**src/rtl/uart_frame_packer.sv**
```systemverilog
// Frame packer: GO -> SYNC0, SYNC1, WORDS x 4 bytes LSB first (+ XOR trailer when CHECKSUM_EN is defined).
// Latency: TX_START two cycles after GO; 4 cycles of read overhead per word; FRAME_DONE 2 cycles after last BUSY fall.
// Backpressure: waits indefinitely on TX_BUSY (START only while idle, one pulse per byte); ABORT drops to idle.
module uart_frame_packer #(
  parameter int         WORDS  = 768,
  parameter int         ADDR_W = 12,
  parameter logic [7:0] SYNC0  = 8'hA5,
  parameter logic [7:0] SYNC1  = 8'h5A
) (
  input  logic              clock,
  input  logic              rst_n,
  input  logic              go,
  input  logic              abort,
  output logic [ADDR_W-1:0] rd_addr,
  output logic              rd_en,
  input  logic [31:0]       rd_data,
  output logic [7:0]        tx_data,
  output logic              tx_start,
  input  logic              tx_busy,
  output logic              frame_busy,
  output logic              frame_done
);

  typedef enum logic [3:0] {
    S_IDLE, S_SEND, S_ACK, S_DRAIN, S_FETCH, S_RDW1, S_RDW2, S_CSUM, S_FIN
  } state_t;

  // Identifies the byte currently held in tx_data.
  localparam logic [2:0] B_SYNC0 = 3'd0, B_SYNC1 = 3'd1, B_W0 = 3'd2,
                         B_W1 = 3'd3, B_W2 = 3'd4, B_W3 = 3'd5, B_CSUM = 3'd6;
  localparam logic [ADDR_W:0] LAST_WORD = (ADDR_W+1)'(WORDS);

  state_t            state, state_n;
  logic [2:0]        byte_idx, byte_idx_n;
  logic [ADDR_W:0]   word_cnt, word_cnt_n;
  logic [31:0]       word_buf, word_buf_n;
  logic [7:0]        tx_data_n, next_byte;
  logic [ADDR_W-1:0] rd_addr_n;
  logic              tx_start_n, rd_en_n, frame_busy_n, frame_done_n;
`ifdef CHECKSUM_EN
  logic [7:0]        csum, csum_n;
`endif

  always_comb begin
    case (byte_idx)
      B_W0:    next_byte = word_buf[15:8];
      B_W1:    next_byte = word_buf[23:16];
      default: next_byte = word_buf[31:24];
    endcase
  end

  always_comb begin
    state_n      = state;
    byte_idx_n   = byte_idx;
    word_cnt_n   = word_cnt;
    word_buf_n   = word_buf;
    tx_data_n    = tx_data;
    rd_addr_n    = rd_addr;
    tx_start_n   = 1'b0;
    rd_en_n      = 1'b0;
    frame_busy_n = frame_busy;
    frame_done_n = 1'b0;
`ifdef CHECKSUM_EN
    csum_n       = csum;
`endif
    if (state != S_IDLE && abort) begin
      state_n      = S_IDLE;
      frame_busy_n = 1'b0;
    end else begin
      case (state)
        S_IDLE: if (go && !abort) begin
          state_n      = S_SEND;
          word_cnt_n   = '0;
          tx_data_n    = SYNC0;
          byte_idx_n   = B_SYNC0;
          frame_busy_n = 1'b1;
`ifdef CHECKSUM_EN
          csum_n       = 8'h00;
`endif
        end
        S_SEND: if (!tx_busy) begin
          tx_start_n = 1'b1;
          state_n    = S_ACK;
        end
        S_ACK: if (tx_busy) state_n = S_DRAIN;
        S_DRAIN: if (!tx_busy) begin
          case (byte_idx)
            B_SYNC0: begin
              tx_data_n  = SYNC1;
              byte_idx_n = B_SYNC1;
              state_n    = S_SEND;
            end
            B_W0, B_W1, B_W2: begin
              tx_data_n  = next_byte;
              byte_idx_n = byte_idx + 3'd1;
              state_n    = S_SEND;
`ifdef CHECKSUM_EN
              csum_n     = csum ^ next_byte;
`endif
            end
            B_SYNC1, B_W3: begin
              if (word_cnt != LAST_WORD) begin
                // rd_en/rd_addr are registered, so they are set on entry to FETCH.
                state_n   = S_FETCH;
                rd_en_n   = 1'b1;
                rd_addr_n = word_cnt[ADDR_W-1:0];
              end else begin
`ifdef CHECKSUM_EN
                state_n = S_CSUM;
`else
                state_n = S_FIN;
`endif
              end
            end
            default: state_n = S_FIN;
          endcase
        end
        S_FETCH: state_n = S_RDW1;
        S_RDW1:  state_n = S_RDW2;
        S_RDW2: begin
          word_buf_n = rd_data;
          tx_data_n  = rd_data[7:0];
          byte_idx_n = B_W0;
          word_cnt_n = word_cnt + 1'b1;
          state_n    = S_SEND;
`ifdef CHECKSUM_EN
          csum_n     = csum ^ rd_data[7:0];
`endif
        end
`ifdef CHECKSUM_EN
        S_CSUM: begin
          tx_data_n  = csum;
          byte_idx_n = B_CSUM;
          state_n    = S_SEND;
        end
`endif
        S_FIN: begin
          frame_done_n = 1'b1;
          frame_busy_n = 1'b0;
          state_n      = S_IDLE;
        end
        default: begin
          state_n      = S_IDLE;
          frame_busy_n = 1'b0;
        end
      endcase
    end
  end

  always_ff @(posedge clock or negedge rst_n) begin
    if (!rst_n) begin
      state      <= S_IDLE;
      byte_idx   <= B_SYNC0;
      word_cnt   <= '0;
      word_buf   <= '0;
      tx_data    <= 8'h00;
      rd_addr    <= '0;
      tx_start   <= 1'b0;
      rd_en      <= 1'b0;
      frame_busy <= 1'b0;
      frame_done <= 1'b0;
`ifdef CHECKSUM_EN
      csum       <= 8'h00;
`endif
    end else begin
      state      <= state_n;
      byte_idx   <= byte_idx_n;
      word_cnt   <= word_cnt_n;
      word_buf   <= word_buf_n;
      tx_data    <= tx_data_n;
      rd_addr    <= rd_addr_n;
      tx_start   <= tx_start_n;
      rd_en      <= rd_en_n;
      frame_busy <= frame_busy_n;
      frame_done <= frame_done_n;
`ifdef CHECKSUM_EN
      csum       <= csum_n;
`endif
    end
  end

endmodule

```
**config.mk**
```make
export PLATFORM = sky130hd
export DESIGN_NAME = uart_frame_packer
export DESIGN_NICKNAME = d
export VERILOG_FILES = /design/src/rtl/uart_frame_packer.sv
export SDC_FILE = /design/constraint.sdc
export NUM_CORES = 1
export LEC_CHECK = 0
export CAP_MARGIN = 20
export CORE_ASPECT_RATIO = 1.5
export CORE_MARGIN = 2
export CORE_UTILIZATION = 52
export CTS_CLUSTER_SIZE = 40
export DETAILED_ROUTE_END_ITERATION = 16
export PLACE_DENSITY = 0.79
export SLEW_MARGIN = 20
export SYNTH_ARGS = -nofsm -noshare
export SYNTH_HDL_FRONTEND = slang
export SYNTH_SLANG_ARGS = --single-unit
```
**constraint.sdc**
```tcl
create_clock -name clock -period 3.1 [get_ports clock]
set_input_delay 0.465 -clock clock [delete_from_list [all_inputs] [get_ports clock]]
set_output_delay 0.465 -clock clock [all_outputs]
set_load 0.01 [all_outputs]
```
* After elaboration in Yosys (flattened, before gate mapping)
Index checks and enable logic that the tools add are counted.
W data, S select, Z words.
** Word-level totals
- Output and inout port bits :: 24
- Bits in registers :: 76
- Logic and storage cells :: 85
- Input port bits :: 37
** Cells by class
- Mux-type cells :: 32
- Eq/ne operators :: 21
- Reductions and logical operators :: 18
- Bitwise logic cells :: 2
- Add/subtract/negate cells :: 2
** Operators with widths (number)
- $pmux W8 S2 :: 2
- $pmux W4 S7 :: 1
- $pmux W13 S2 :: 1
- $mux W4 :: 6
- $pmux W8 S3 :: 1
- $mux W8 :: 2
- $add A13 B1 Y13 const B :: 1
- $mux W13 :: 1
- $ne A13 B10 Y1 const B :: 1
- $eq A4 B3 Y1 const B :: 3
- $mux W1 :: 12
- $ne A3 B3 Y1 const B :: 4
- $reduce_and A5 Y1 :: 2
- $pmux W3 S3 :: 1
- $eq A4 B2 Y1 const B :: 2
- $pmux W4 S2 :: 1
- $eq A3 B2 Y1 const B :: 2
- $eq A3 B3 Y1 const B :: 2
- $mux W3 :: 2
- $pmux W3 S2 :: 1
- $reduce_or A6 Y1 :: 1
- $eq A4 B1 Y1 const B :: 1
- $eq A4 B4 Y1 const B :: 1
- $logic_not A4 Y1 :: 1
- 19 further kinds :: 23

* Longest topological paths before layout
- Depth in word-level cells :: 6
- Gate-level depth with buffers :: 9

* Worst setup path after synthesis
OpenSTA, ideal clock, no wires.
- Path kind :: register -> register
- From :: reg byte_idx[0]
- To :: reg tx_data[3]
- Required time :: 2964 ps
- Slack :: 866 ps
- Library setup time :: 136 ps
- Cell stages (with the launch flop) :: 9
- Arrival :: 2098 ps
- Cells stage by stage :: dfrtp_1 -> inv_1 -> ha_1 -> nor2b_1 -> clkbuf_1 -> o311a_1 -> o211ai_1 -> clkbuf_1 -> o21ai_0
** On the way
- Longest elaborated chain between the ends :: 5
- Elaborated cells on any way between the ends :: 11
** RTL lines
- start, declared :: RTL line 34 : logic [2:0] byte_idx, byte_idx_n;
- start signal, assigned :: RTL line 167 : byte_idx <= byte_idx_n;
- $eq A3 B2 Y1 or $eq A3 B3 Y1 (tied branches) :: RTL line 45, 87
- $pmux W8 S2 or $reduce_or A3 Y1 (tied branches) :: RTL line 45, 87
- $pmux W8 S2 :: RTL line 87 : case (byte_idx)
- $mux W8 :: RTL line 86 : S_DRAIN: if (!tx_busy) begin
- $pmux W8 S3 :: RTL line 70 : case (state)
- end signal, assigned :: RTL line 170 : tx_data <= tx_data_n;
- end, declared :: RTL line 17 : output logic [7:0] tx_data,
Parallel ways exist; a longest one is shown, timed or not. The select of a mux whose other input is x is not followed.
A chain may end at the register's enable or synchronous reset.

* Worst setup path after layout
- From :: reg state[1]
- To :: reg word_cnt[12]
** On the way
- Longest elaborated chain between the ends :: 4
- Elaborated cells on any way between the ends :: 9
** RTL lines
- start, declared :: RTL line 33 : state_t state, state_n;
- start signal, assigned :: RTL line 166 : state <= state_n;
- branches (longest 4 deep; another with $eq A4 B3 Y1)
- end signal, assigned :: RTL line 168 : word_cnt <= word_cnt_n;
- end, declared :: RTL line 35 : logic [ADDR_W:0] word_cnt, word_cnt_n;
Parallel ways; which one is timed is not known.

==> qor.csv <==
metric,value,unit
status,finished clean,
wl_per_cell,16.3,um
via_per_inst,5.80,
gp_congestion,0.841,
setup-violations-final,0,
layout.nets,401,
synth_enable_flop_cells,0,
hold_class,in2async,
drive_above_1_share,0.166,
grt_max_degree,39,
yosysUniqueCellTypes,44,
cts_hold_buf,0,
synth-seq-area-share,0.522,
setup_tns,0,ns
ys.flop_type,dfrtp_1,
finalWorstSetupSlack,0.646,ns
vias,2523,
syn-num-nets,341,
layout_common_cells,"dfrtp_1, clkdlybuf4s50_1, mux2_2",
die_w,68.6,um
boundaryPins,61,
r2r-start,state[1],
setup.worst_path.start,state[1],
cpMostUsedCell,or3_1,
cts_setup_buffers,0,
r2r_cells,5,
power.leakage,0.00180,uW
ctsResizeCount,0,
diodes,0,
slew_viol_final,0,
syn_to_final_growth,26.1,%
cts.htree.levels,3,
cp_data_required_time,3.35,ns
grt_usage,0.229,
drc_errors,0,
cts_root_buf,clkbuf_8,
initial_core_util,0.535,
worstPathCellList,or3_1 -> nor4b_4 -> o2111ai_2 -> or3_1 -> a21oi_1,
drt_pre_antenna_iters,4,
yosysTopAreaCellShare,0.522,
cp_data_arrival_time,2.70,ns
hold_violations,0,
tightest_slew,0.718,ns
clk_pin_slew_worst_paths,0.07,ns
cts_buffer_depth,2,
cts_buffers,9,
grt_first_pass_wirelength,11700,um
ys_warn_count,0,
synth-seq-cells,68,
max_freq,407,MHz
clock_insertion_delay_worst_skew,0.33,ns
relSlewSlack,0.521,
slowest_stage,or3_1,
rrSetupSlack,0.65,ns
crit_type,reg2reg,
drv_cap,0,
rows,35,
io_buffers,60,
syn_avg_cell_area,11.0,um^2
ys_top_cells_by_area,"dfrtp_1, mux2_2, o21ai_0, a22oi_1, ha_1",
fin_worst_skew,0.00998,ns
rsz0062_at_grt,no,
yosys.area.top_type,dfrtp_1,
dieArea,6920,um^2
grt_overflow_total,0,
die_h,101,um
power_density,483,nW/um^2
grt_pass1_vias,2477,
netlist_instances,297,
drtIter0Drc,245,
antenna_found_initial,0,
critical_path.max_fanout,13,
start_kind,flip-flop,
ir_drop,0.291,mV
end_kind,flip-flop,
dp_slack,0.640,ns
ant_nets,0,
slowest_delay,0.55,ns
netlist_area,3260,um^2
min_period_over_period,0.792,
dp_hpwl,5050,um
critPathCapture,word_cnt[12],
layout_commonest_cell,dfrtp_1,
cts_sinks,68,
r2r-end,word_cnt[12],
power,1980,uW
min_period,2.45,ns
core-area,6090,um^2
timing.hold.ws,0.179,ns
synthArstFlopShare,1.00,
cts_tree,yes,
route.final.wire_length,7090,um
kinds of logic after synthesis:
group | after synthesis | share of synthesized area
DFF | 68 | 0.522
and+or+nand+nor | 74 | 0.120
xor gates and xnor gates | 8 | 0.0215
buffers and inverters | 29 | 0.0342
adders and majority gates | 7 | 0.0269
muxes | 37 | 0.128
AOI/OAI and AO/OA | 74 | 0.148
state kept, by name, summed over array words and instances, names as in the netlist:
name,flops
word_buf,24
rd_en,1
tx_start,1
frame_busy,1
state,4
word_cnt,13
tx_data,8
frame_done,1
byte_idx,3
rd_addr,12
final cells by class:
type                            instances  area, um^2
Sequential cell                        68        1700
Inverter                               12        45.0
Timing Repair Buffer                   66         653
Clock inverter                          2        10.0
Clock buffer                           13         159
Fill cell                             479        1980
Tap cell                               74        92.6
Multi-Input combinational cell        200        1450
worst min path at each step:
stage,start,endpoint,slack (ns),cells past startpoint
global placement,tx_data[6],tx_data[6],0.47,2
detailed placement,tx_data[6],tx_data[6],0.47,2
global route,rst_n,word_cnt[5],0.22,1
floorplan,rst_n,byte_idx[0],0.17,0
finish,rst_n,word_cnt[4],0.18,1
CTS,rst_n,word_cnt[5],0.20,1
critical path, delay by kind of cell, from the launching register on:
| family | cells | cell delay, ns |
|---|---|---|
| AO/OA/AOI/OAI | 2 | 0.42 |
| AND/OR/NAND/NOR | 3 | 1.46 |
| flip-flops | 1 | 0.49 |
metrics by stage:
| stage | area, um^2 | std cells | utilization |
|---|---|---|---|
| 2_1_floorplan | 3260 | 297 | - |
| 5_1_grt | 4110 | 435 | 0.675 |
| 3_3_place_gp | 3940 | 420 | 0.647 |
| 4_1_cts | 4110 | 435 | 0.675 |
| 6_report | 4110 | 435 | 0.675 |
| 3_5_place_dp | 3940 | 420 | 0.647 |
where the power goes:
part           total [uW]  leakage, uW  switching (uW)  internal (uW)
Combinational         364     0.000817             183            181
Clock                 631    0.0000893             303            328
Sequential            988     0.000897            47.3            941
Total                1980      0.00180             534           1450
synthesized netlist by cell type, types with 3 or more instances:
| cell | count |
|---|---|
| nor2_1 | 23 |
| a22oi_1 | 12 |
| a21oi_1 | 16 |
| nand2_1 | 17 |
| ha_1 | 7 |
| nand3_1 | 3 |
| dfrtp_1 | 68 |
| nor2b_1 | 6 |
| clkbuf_1 | 14 |
| and3_1 | 5 |
| xor2_1 | 8 |
| o21ai_0 | 23 |
| mux2_2 | 36 |
| o2111ai_1 | 4 |
| inv_1 | 12 |
| or3_1 | 6 |
routing by layer:
metal	vias up	global-route usage	wire, um
li1	1187	-	-
met1	1235	0.297	2950
met2	86	0.360	3590
met3	15	0.0559	403
met4	0	0.0969	142
met5	-	0	0
Power figures use the tool's default switching activity.
